===== src/rtl/page_table_walker.sv =====
// Two-level page-table walker. Reads the root entry (VPN1) and, for a
// pointer PTE, the L0 entry (VPN0); returns the leaf PTE, its level and a
// fault flag to the TLB over a valid/ready handshake.
// Optional build macro: PTW_PTR_CACHE_EN adds a one-entry cache of the last
// root pointer so a walk with the same VPN1 skips the root read.
module page_table_walker #(
    parameter logic [31:0] ROOT_BASE = 32'h0000_0400,
    parameter int unsigned VA_W      = 32
) (
    input  logic            clk,
    input  logic            rst,
    input  logic            walk_req_valid_i,
    output logic            walk_req_ready_o,
    input  logic [VA_W-1:0] walk_vaddr_i,
    output logic            walk_resp_valid_o,
    input  logic            walk_resp_ready_i,
    output logic [31:0]     walk_pte_o,
    output logic            walk_level_o,
    output logic            walk_fault_o,
    output logic            mem_req_valid_o,
    input  logic            mem_req_ready_i,
    output logic [31:0]     mem_addr_o,
    input  logic            mem_resp_valid_i,
    output logic            mem_resp_ready_o,
    input  logic [31:0]     mem_data_i
);

    typedef enum logic [2:0] {
        S_IDLE,
        S_L1_REQ,
        S_L1_RESP,
        S_L0_REQ,
        S_L0_RESP,
        S_DONE
    } state_t;

    state_t state_q, state_d;

    // Only the VPN fields of the request address are needed after acceptance.
    logic [9:0]  vpn1_q, vpn0_q;
    logic [31:0] base_q;
    logic [31:0] pte_q;
    logic        level_q;
    logic        fault_q;

    logic [9:0]  req_vpn1, req_vpn0;
    logic        unused_vaddr_low;

    assign req_vpn1         = walk_vaddr_i[VA_W-1 -: 10];
    assign req_vpn0         = walk_vaddr_i[VA_W-11 -: 10];
    assign unused_vaddr_low = ^walk_vaddr_i[VA_W-21:0];

    // PTE decode of the incoming memory word
    logic pte_v, pte_r, pte_w, pte_x;
    logic pte_fault, pte_ptr;

    assign pte_v     = mem_data_i[0];
    assign pte_r     = mem_data_i[1];
    assign pte_w     = mem_data_i[2];
    assign pte_x     = mem_data_i[3];
    assign pte_fault = !pte_v || (pte_w && !pte_r);
    assign pte_ptr   = !pte_fault && !pte_r && !pte_w && !pte_x;

    // Root-pointer cache lookup
    logic        cache_hit;
    logic [31:0] cache_base;

`ifdef PTW_PTR_CACHE_EN
    logic        cache_valid_q;
    logic [9:0]  cache_vpn1_q;
    logic [31:0] cache_base_q;

    assign cache_hit  = cache_valid_q && (cache_vpn1_q == req_vpn1);
    assign cache_base = cache_base_q;

    // Fill on every root pointer decode; leaves and faults never enter
    always_ff @(posedge clk or posedge rst) begin
        if (rst) begin
            cache_valid_q <= 1'b0;
            cache_vpn1_q  <= '0;
            cache_base_q  <= '0;
        end else if (state_q == S_L1_RESP && mem_resp_valid_i && pte_ptr) begin
            cache_valid_q <= 1'b1;
            cache_vpn1_q  <= vpn1_q;
            cache_base_q  <= {mem_data_i[31:10], 10'b0};
        end
    end
`else
    assign cache_hit  = 1'b0;
    assign cache_base = '0;
`endif

    // State register
    always_ff @(posedge clk or posedge rst) begin
        if (rst) begin
            state_q <= S_IDLE;
        end else begin
            state_q <= state_d;
        end
    end

    // Next-state and handshake outputs
    always_comb begin
        state_d           = state_q;
        walk_req_ready_o  = 1'b0;
        walk_resp_valid_o = 1'b0;
        mem_req_valid_o   = 1'b0;
        mem_addr_o        = '0;
        mem_resp_ready_o  = 1'b0;
        case (state_q)
            S_IDLE: begin
                walk_req_ready_o = 1'b1;
                if (walk_req_valid_i) begin
                    state_d = cache_hit ? S_L0_REQ : S_L1_REQ;
                end
            end
            S_L1_REQ: begin
                mem_req_valid_o = 1'b1;
                mem_addr_o      = ROOT_BASE + {20'b0, vpn1_q, 2'b00};
                if (mem_req_ready_i) begin
                    state_d = S_L1_RESP;
                end
            end
            S_L1_RESP: begin
                mem_resp_ready_o = 1'b1;
                if (mem_resp_valid_i) begin
                    state_d = pte_ptr ? S_L0_REQ : S_DONE;
                end
            end
            S_L0_REQ: begin
                mem_req_valid_o = 1'b1;
                mem_addr_o      = base_q + {20'b0, vpn0_q, 2'b00};
                if (mem_req_ready_i) begin
                    state_d = S_L0_RESP;
                end
            end
            S_L0_RESP: begin
                mem_resp_ready_o = 1'b1;
                if (mem_resp_valid_i) begin
                    state_d = S_DONE;
                end
            end
            S_DONE: begin
                walk_resp_valid_o = 1'b1;
                if (walk_resp_ready_i) begin
                    state_d = S_IDLE;
                end
            end
            default: state_d = S_IDLE;
        endcase
    end

    // Result outputs are only presented while the result is valid
    assign walk_pte_o   = (state_q == S_DONE) ? pte_q : '0;
    assign walk_level_o = (state_q == S_DONE) ? level_q : 1'b0;
    assign walk_fault_o = (state_q == S_DONE) ? fault_q : 1'b0;

    // Walk datapath: latch request VPNs, L0 base and the decoded result
    always_ff @(posedge clk or posedge rst) begin
        if (rst) begin
            vpn1_q  <= '0;
            vpn0_q  <= '0;
            base_q  <= '0;
            pte_q   <= '0;
            level_q <= 1'b0;
            fault_q <= 1'b0;
        end else begin
            case (state_q)
                S_IDLE: begin
                    if (walk_req_valid_i) begin
                        vpn1_q <= req_vpn1;
                        vpn0_q <= req_vpn0;
                        if (cache_hit) begin
                            base_q <= cache_base;
                        end
                    end
                end
                S_L1_RESP: begin
                    if (mem_resp_valid_i) begin
                        base_q  <= {mem_data_i[31:10], 10'b0};
                        pte_q   <= pte_fault ? '0 : mem_data_i;
                        fault_q <= pte_fault;
                        level_q <= !pte_fault;
                    end
                end
                S_L0_RESP: begin
                    if (mem_resp_valid_i) begin
                        // A pointer found at level 0 has nowhere to go: fault
                        pte_q   <= (pte_fault || pte_ptr) ? '0 : mem_data_i;
                        fault_q <= pte_fault || pte_ptr;
                        level_q <= 1'b0;
                    end
                end
                default: ;
            endcase
        end
    end

endmodule

===== config.mk =====
export PLATFORM = sky130hd
export DESIGN_NAME = page_table_walker
export DESIGN_NICKNAME = d
export VERILOG_FILES = /design/src/rtl/page_table_walker.sv
export SDC_FILE = /design/constraint.sdc
export NUM_CORES = 1
export LEC_CHECK = 0
export ABC_AREA = 1
export BUFFER_PORTS_ARGS = -buffer_cell sky130_fd_sc_hd__buf_4
export CORE_MARGIN = 2
export CORE_UTILIZATION = 52
export CTS_BUF_LIST = sky130_fd_sc_hd__clkbuf_8
export CTS_CLUSTER_DIAMETER = 150
export DETAILED_ROUTE_END_ITERATION = 8
export GPL_TIMING_DRIVEN = 0
export HOLD_SLACK_MARGIN = 0.08
export PLACE_DENSITY = 0.84
export REMOVE_ABC_BUFFERS = 1
export SETUP_SLACK_MARGIN = 0.02
export SLEW_MARGIN = 10
export SYNTH_ARGS = -nofsm -noshare
export SYNTH_HDL_FRONTEND = slang
export SYNTH_SLANG_ARGS = --single-unit

===== constraint.sdc =====
create_clock -name clk -period 3 [get_ports clk]
set_input_delay 0.6 -clock clk [delete_from_list [all_inputs] [get_ports clk]]
set_output_delay 0.6 -clock clk [all_outputs]
set_load 0.02 [all_outputs]

==> results.sh, run 1 <==
export IMPL_clkTransAtPathRegs_ns=0.08
export IMPL_synth_top_area_share=0.484
export IMPL_vias=3991
export IMPL_synth_ff_type="dfrtp_1"
export IMPL_grt_pass1_vias=3824
export IMPL_final_max_slew_viol_count=0
export IMPL_timing_final_crit_share=0.937
export IMPL_rsz0062_at_grt="yes"
export IMPL_antenna_found_initial=0
export IMPL_cpMaxStageDelayCell="fa_1"
export IMPL_drtAntennaViolNets=0
export IMPL_vias_per_cell=5.05
export IMPL_drive_above_1_share=0.222
export IMPL_fin_worst_skew_ns=0.0106
export IMPL_drtIter0Drc=192
export IMPL_path_cells="ha_1, fa_1, nand2_2, nor2_4, nand2_1, nor2_1, nand2_1, nand2_1, nand2_1, nor2_1, buf_4"
export IMPL_grt_pass1_wl_um=17200
export IMPL_worstPathArrival_ns=2.21
export IMPL_finalNonFillerCells=791
export IMPL_r2r_slack_ns=0.94
export IMPL_yosys_top_cells_area="dfrtp_1 (48%), nand2_1 (12%), nor2_1 (10%)"
export IMPL_crit_path_start_kind="flop"
export IMPL_grt_max_degree=42
export IMPL_row_count=32
export IMPL_ys_warn_count=0
export IMPL_synthAdderAreaFrac=0.0141
export IMPL_netlist_area_mm2=0.00409
export IMPL_layout_nets=758
export IMPL_drt_wl_total_um=10400
export IMPL_ys_seq_elements=79
export IMPL_maxCapViolCount=0
export IMPL_crit_type="flop to output port"
export IMPL_numCtsBuffers=9
export IMPL_ys_types=25
export IMPL_core_region_area_mm2=0.00769
export IMPL_cts_sinks=79
export IMPL_wl_per_cell_um=13.1
export IMPL_grt_usage=0.250
export IMPL_h_tree_depth=3
export IMPL_synth_edff_count=0
export IMPL_io_pins=140
export IMPL_fin_setup_tns_ns=0
export IMPL_clk_path_buf_depth=2
export IMPL_crit_required_ns=2.40
export IMPL_avgSynthCellArea_um2=7.21
export IMPL_dp_cells=775
export IMPL_initial_core_util=0.532
export IMPL_synth_area_mux_share=0
export IMPL_tightest_slew_ns=0.934
export IMPL_drtPass1Iterations=5
export IMPL_yosysSeqAreaShare=0.484
export IMPL_yosysTopAreaCell="dfrtp_1"
export IMPL_die_y_um=92.7
export IMPL_ir_drop_mv=0.484
export IMPL_dieArea_mm2=0.00858
export IMPL_crit_path_end_kind="output port"
export IMPL_place_gp_congestion=0.883
export IMPL_period_needed_ns=2.81
export IMPL_synth_simple_area_share=0.280
export IMPL_finalSetupViolCount=0
export IMPL_syn_to_final_growth_pct=31.2
export IMPL_drc=0
export IMPL_cts_tree="built"
export IMPL_crit_top_cell="nand2_1"
export IMPL_final_core_util=0.697
export IMPL_cts_root_buf="clkbuf_8"
export IMPL_synthXorXnorAreaFrac=0
export IMPL_portBuffers=125
export IMPL_die_width_um=92.7
export IMPL_async_reset_ff_frac=1.00
export IMPL_powerDensity_mw_per_mm2=912
export IMPL_status="complete, no violations"
export IMPL_clk_latency_ns=0.35
export IMPL_cp_max_fo=5
export IMPL_synth_top_family_by_area="simple AND/OR/NAND/NOR gates"
export IMPL_grt_overflow_total=0
export IMPL_critical_path_max_stage_delay_ns=0.44
export IMPL_slew_headroom=0.376
export IMPL_fmax_mhz=356
export IMPL_dp_final_hpwl_um=7370
export IMPL_synth_cells=567
export IMPL_hp_class="input pin to asynchronous set/reset pin"
export IMPL_final_area_mm2=0.00536
export IMPL_antenna_cells=0
export IMPL_place_area_mm2=0.00506
export IMPL_synth_compound_area_frac=0.120
export IMPL_hold_viol_final=0
export IMPL_leakage_nw=2.84
timing repair:
action | CTS | global route
setup buffers | 0 | 0
resized for setup | 2 | 4
endpoints found under the setup margin | 16 | 13
hold buffers | 0 | 0
where the power goes:
group          total (W)  switching, W  internal [W]  leakage [nW]
sequential       0.00176      0.000271       0.00149         0.955
combinational    0.00207       0.00134      0.000729          1.75
clock            0.00105      0.000396      0.000658         0.138
registers in the layout, summed over array words and instances, names as in the netlist:
signal   flops
pte_q       32
vpn1_q      10
state_q      3
base_q      22
level_q      1
fault_q      1
vpn0_q      10
cells by family after synthesis:
group | Yosys count
buf+inv | 101
flops | 79
simple gates | 287
other cells | 1
fa+ha+maj | 4
compound gates | 95
cells in the final DEF, fill, tap and decap left out, drive strengths merged, types with 2 or more instances in the layout:
cell type  count
buf          126
nand2        138
bufinv         4
conb           2
dfrtp         79
clkbuf        10
clkinv         2
ha             3
nand3         31
o21ai         47
o31ai          2
nand4          2
a21oi         39
nor2         114
o22ai          6
inv           79
worst max-delay path, delay by kind of cell (launching register included):
kind                     cells  cell delay (ns)
adder cells (fa/ha/maj)      2             0.67
flip-flops                   1             0.39
AND/OR/NAND/NOR              8             0.66
buffers and inverters        1             0.15
cell usage after synthesis, types with 3 or more instances:
| cell type | n |
|---|---|
| o21ai_0 | 47 |
| ha_1 | 3 |
| nand3_1 | 30 |
| buf_2 | 7 |
| nor2_1 | 113 |
| inv_1 | 78 |
| buf_4 | 5 |
| nand2_1 | 134 |
| nand2_2 | 4 |
| clkbuf_1 | 8 |
| o22ai_1 | 6 |
| dfrtp_1 | 79 |
| a21oi_1 | 39 |
metal layers:
layer	routed length, um	part of all wire	GRT usage	vias up
met4	225	0.022	0.0760	0
li1	-	-	-	1999
met2	5100	0.49	0.428	112
met5	0	0	0	-
met3	509	0.049	0.0480	21
met1	4550	0.44	0.324	1859
cell type report:
class / count / area (um^2)
clock buffer: 10 / 138
clock inverter: 6 / 133
fill: 688 / 2330
inverter: 80 / 307
multi-input combinational: 388 / 1720
sequential: 79 / 1980
tap: 102 / 128
timing repair buffer: 126 / 958
worst paths after layout:
path	start	end	cells after the start
hold reg to reg	vpn1_q[6]	vpn1_q[6]	2
setup reg to reg	state_q[1]	state_q[0]	8
min in group clk	mem_data_i[4]	pte_q[4]	3
setup / recovery	vpn0_q[8]	mem_addr_o[26]	11
hold / removal	rst	state_q[0]	2
max in group asynchronous	rst	base_q[14]	3
per-stage QoR:
| step | worst slack, ns | power (W) | hold WS [ns] |
|---|---|---|---|
| 2_1_floorplan | 0.377 | 0.00306 | 0.443 |
| 3_3_place_gp | -0.554 | 0.00373 | 0.457 |
| 3_5_place_dp | 0.205 | 0.00381 | 0.465 |
| 4_1_cts | 0.0408 | 0.00488 | 0.292 |
| 5_1_grt | 0.0134 | 0.00526 | 0.309 |
| 6_report | 0.188 | 0.00489 | 0.274 |
(Power assumes the default switching activity.)
==> inputs of run 2 (changes only) <==
Settings changed: CORE_UTILIZATION 52 to 54, CTS_BUF_LIST sky130_fd_sc_hd__clkbuf_8 to unset, PLACE_DENSITY 0.84 to 0.87.
Clock period 3 ns to 3.3 ns, I/O delays scaled along.
==> run 2 against run 1 <==
  * Clock power shrank 14%
  * Largest cell class unchanged
  * Utilization grew 3.3 points
  * Combinational power shrank 9%
  * Global-route usage grew 1.9 points
  * Critical path depth is the same
  * Sequential share of layout area grew 0.23 points
  * Largest power group unchanged
  * Hold slack gained 0.065 ns
==> results.sh, run 2 (synthesized netlist as in run 1, its figures left out) <==
export IMPL_status="complete, no violations"
export IMPL_finalSetupViolCount=0
export IMPL_clk_latency_ns=0.35
export IMPL_drt_wl_total_um=10800
export IMPL_vias_per_cell=5.15
export IMPL_dieArea_mm2=0.00828
export IMPL_intPower_w=0.00256
export IMPL_die_y_um=91.0
export IMPL_ir_drop_mv=0.393
export IMPL_top_regs="pte_q (32), base_q (22)"
export IMPL_fmax_mhz=334
export IMPL_io_pins=140
export IMPL_vias=4059
export IMPL_die_width_um=91.0
export IMPL_crit_path_start_kind="flop"
export IMPL_clkTransAtPathRegs_ns=0.08
export IMPL_timing_final_crit_share=0.908
export IMPL_grt_usage=0.269
export IMPL_crit_type="flop to output port"
export IMPL_holdWs_ns=0.339
export IMPL_period_needed_ns=3.00
export IMPL_final_max_slew_viol_count=0
export IMPL_grt_util_met3=0.0407
export IMPL_drtPass1Iterations=5
export IMPL_grt_pass1_wl_um=18100
export IMPL_multi_input_area_mm2=0.00171
export IMPL_row_count=31
export IMPL_top_register="pte_q"
export IMPL_fill_cells=605
export IMPL_grt_max_degree=45
export IMPL_layout_nets=758
export IMPL_wl_per_cell_um=13.7
export IMPL_final_area_mm2=0.00533
export IMPL_largest_reg_flops=32
export IMPL_place_gp_congestion=0.909
export IMPL_portBuffers=125
export IMPL_drive_above_1_share=0.221
export IMPL_grt_use_met1=0.348
export IMPL_p_clk_frac=0.206
export IMPL_clk_path_buf_depth=2
export IMPL_combPwrFrac=0.428
export IMPL_drtIter0Drc=262
export IMPL_cts_root_buf="clkbuf_8"
export IMPL_seqCellArea_mm2=0.00198
export IMPL_h_tree_depth=3
export IMPL_fin_worst_skew_ns=0.0102
export IMPL_hp_class="input pin to asynchronous set/reset pin"
export IMPL_rsz0062_at_grt="no"
export IMPL_grt_busiest_layer="met2"
export IMPL_cts_sinks=79
export IMPL_final_common_cell="nand2_1"
export IMPL_grt_overflow_total=0
export IMPL_cts_tree="built"
export IMPL_tightest_slew_ns=0.833
export IMPL_drtAntennaViolNets=0
export IMPL_p_sw_w=0.00184
export IMPL_mostFrequentLayoutCells="nand2_1 (133), buf_4 (125), nor2_1 (113)"
export IMPL_grt_pass1_vias=4039
export IMPL_syn_to_final_growth_pct=30.4
export IMPL_report_power_total_w=0.00440
export IMPL_antenna_cells=0
export IMPL_dp_cells=772
export IMPL_core_region_area_mm2=0.00729
export IMPL_numCtsBuffers=9
export IMPL_antenna_found_initial=0
export IMPL_post_cts_setup_buffers=0
export IMPL_drc=0
export IMPL_maxCapViolCount=0
export IMPL_crit_required_ns=2.64
export IMPL_grt_use_met2=0.453
export IMPL_crit_path_end_kind="output port"
export IMPL_fin_setup_tns_ns=0
export IMPL_p_seq_frac=0.366
export IMPL_hold_viol_final=0
export IMPL_leakage_nw=2.83
export IMPL_worstPathArrival_ns=2.34
export IMPL_dp_final_hpwl_um=7690
export IMPL_finalNonFillerCells=788
export IMPL_place_area_mm2=0.00506
export IMPL_powerDensity_mw_per_mm2=826
export IMPL_switching_share=0.419
export IMPL_slew_headroom=0.444
export IMPL_initial_core_util=0.560
export IMPL_cp_max_fo=5
==> run 2: cell types whose count changed in the layout (fill, tap and decap cells not counted), sizes merged <==
cell,before,now
bufinv,4,3
clkbuf,10,11
clkinv,2,3
inv,79,78
==> run 2: timing repair <==
item	in CTS	in global routing
gates resized for setup	1	1
setup endpoints to repair	4	16
hold buffers	0	0
cloned	0	0
pin swaps	0	0
==> run 2: path summary, 6_finish.rpt <==
| kind | from | to | slack [ns] | cells after the start |
|---|---|---|---|---|
| max | vpn0_q[8] | mem_addr_o[26] | 0.30 | 11 |
| min | rst | state_q[2] | 0.34 | 2 |
| max reg2reg | state_q[1] | state_q[0] | 1.27 | 8 |
| min reg2reg | vpn1_q[6] | vpn1_q[6] | 0.49 | 2 |
| max in group asynchronous | rst | base_q[12] | 2.38 | 3 |
| min in group clk | vpn1_q[6] | vpn1_q[6] | 0.49 | 2 |
==> run 2: metrics by stage <==
step,util,setup WS [ns]
floorplan,-,0.617
CTS,0.730,0.0173
global placement,0.691,-0.279
detailed placement,0.694,0.356
global route,0.731,0.0561
finish,0.731,0.303
==> run 2: critical path: stages (launching register included) <==
cell,delay [ns]
dfrtp_1,0.37
ha_1,0.20
fa_1,0.26
nand2_1,0.14
nor2_1,0.29
nand2_1,0.16
nor2_1,0.16
nand2_1,0.08
nand2_1,0.06
nand2_1,0.04
nor2_1,0.09
buf_4,0.14
==> run 2: layout make-up <==
| class | count | area share |
|---|---|---|
| repair buffers | 126 | 0.180 |
| well taps | 99 | 0.0233 |
| clock inverters | 5 | 0.0195 |
| clock buffers | 11 | 0.0284 |
| flip-flops and latches | 79 | 0.371 |
| multi-input cells | 388 | 0.320 |
| inverters | 80 | 0.0575 |
==> run 2: power groups by stage <==
stage,clock (W),sequential (W),combinational (W)
after floorplan,0,0.00154,0.00124
after global placement,0,0.00160,0.00179
after detailed placement,0,0.00161,0.00187
after CTS,0.000912,0.00160,0.00188
after global routing,0.000954,0.00165,0.00211
final,0.000906,0.00161,0.00188
==> run 2: layer usage <==
metal	vias to the layer above	share of wire
met5	-	0
met4	0	0.027
met3	25	0.052
met2	136	0.49
met1	1904	0.44
li1	1994	-
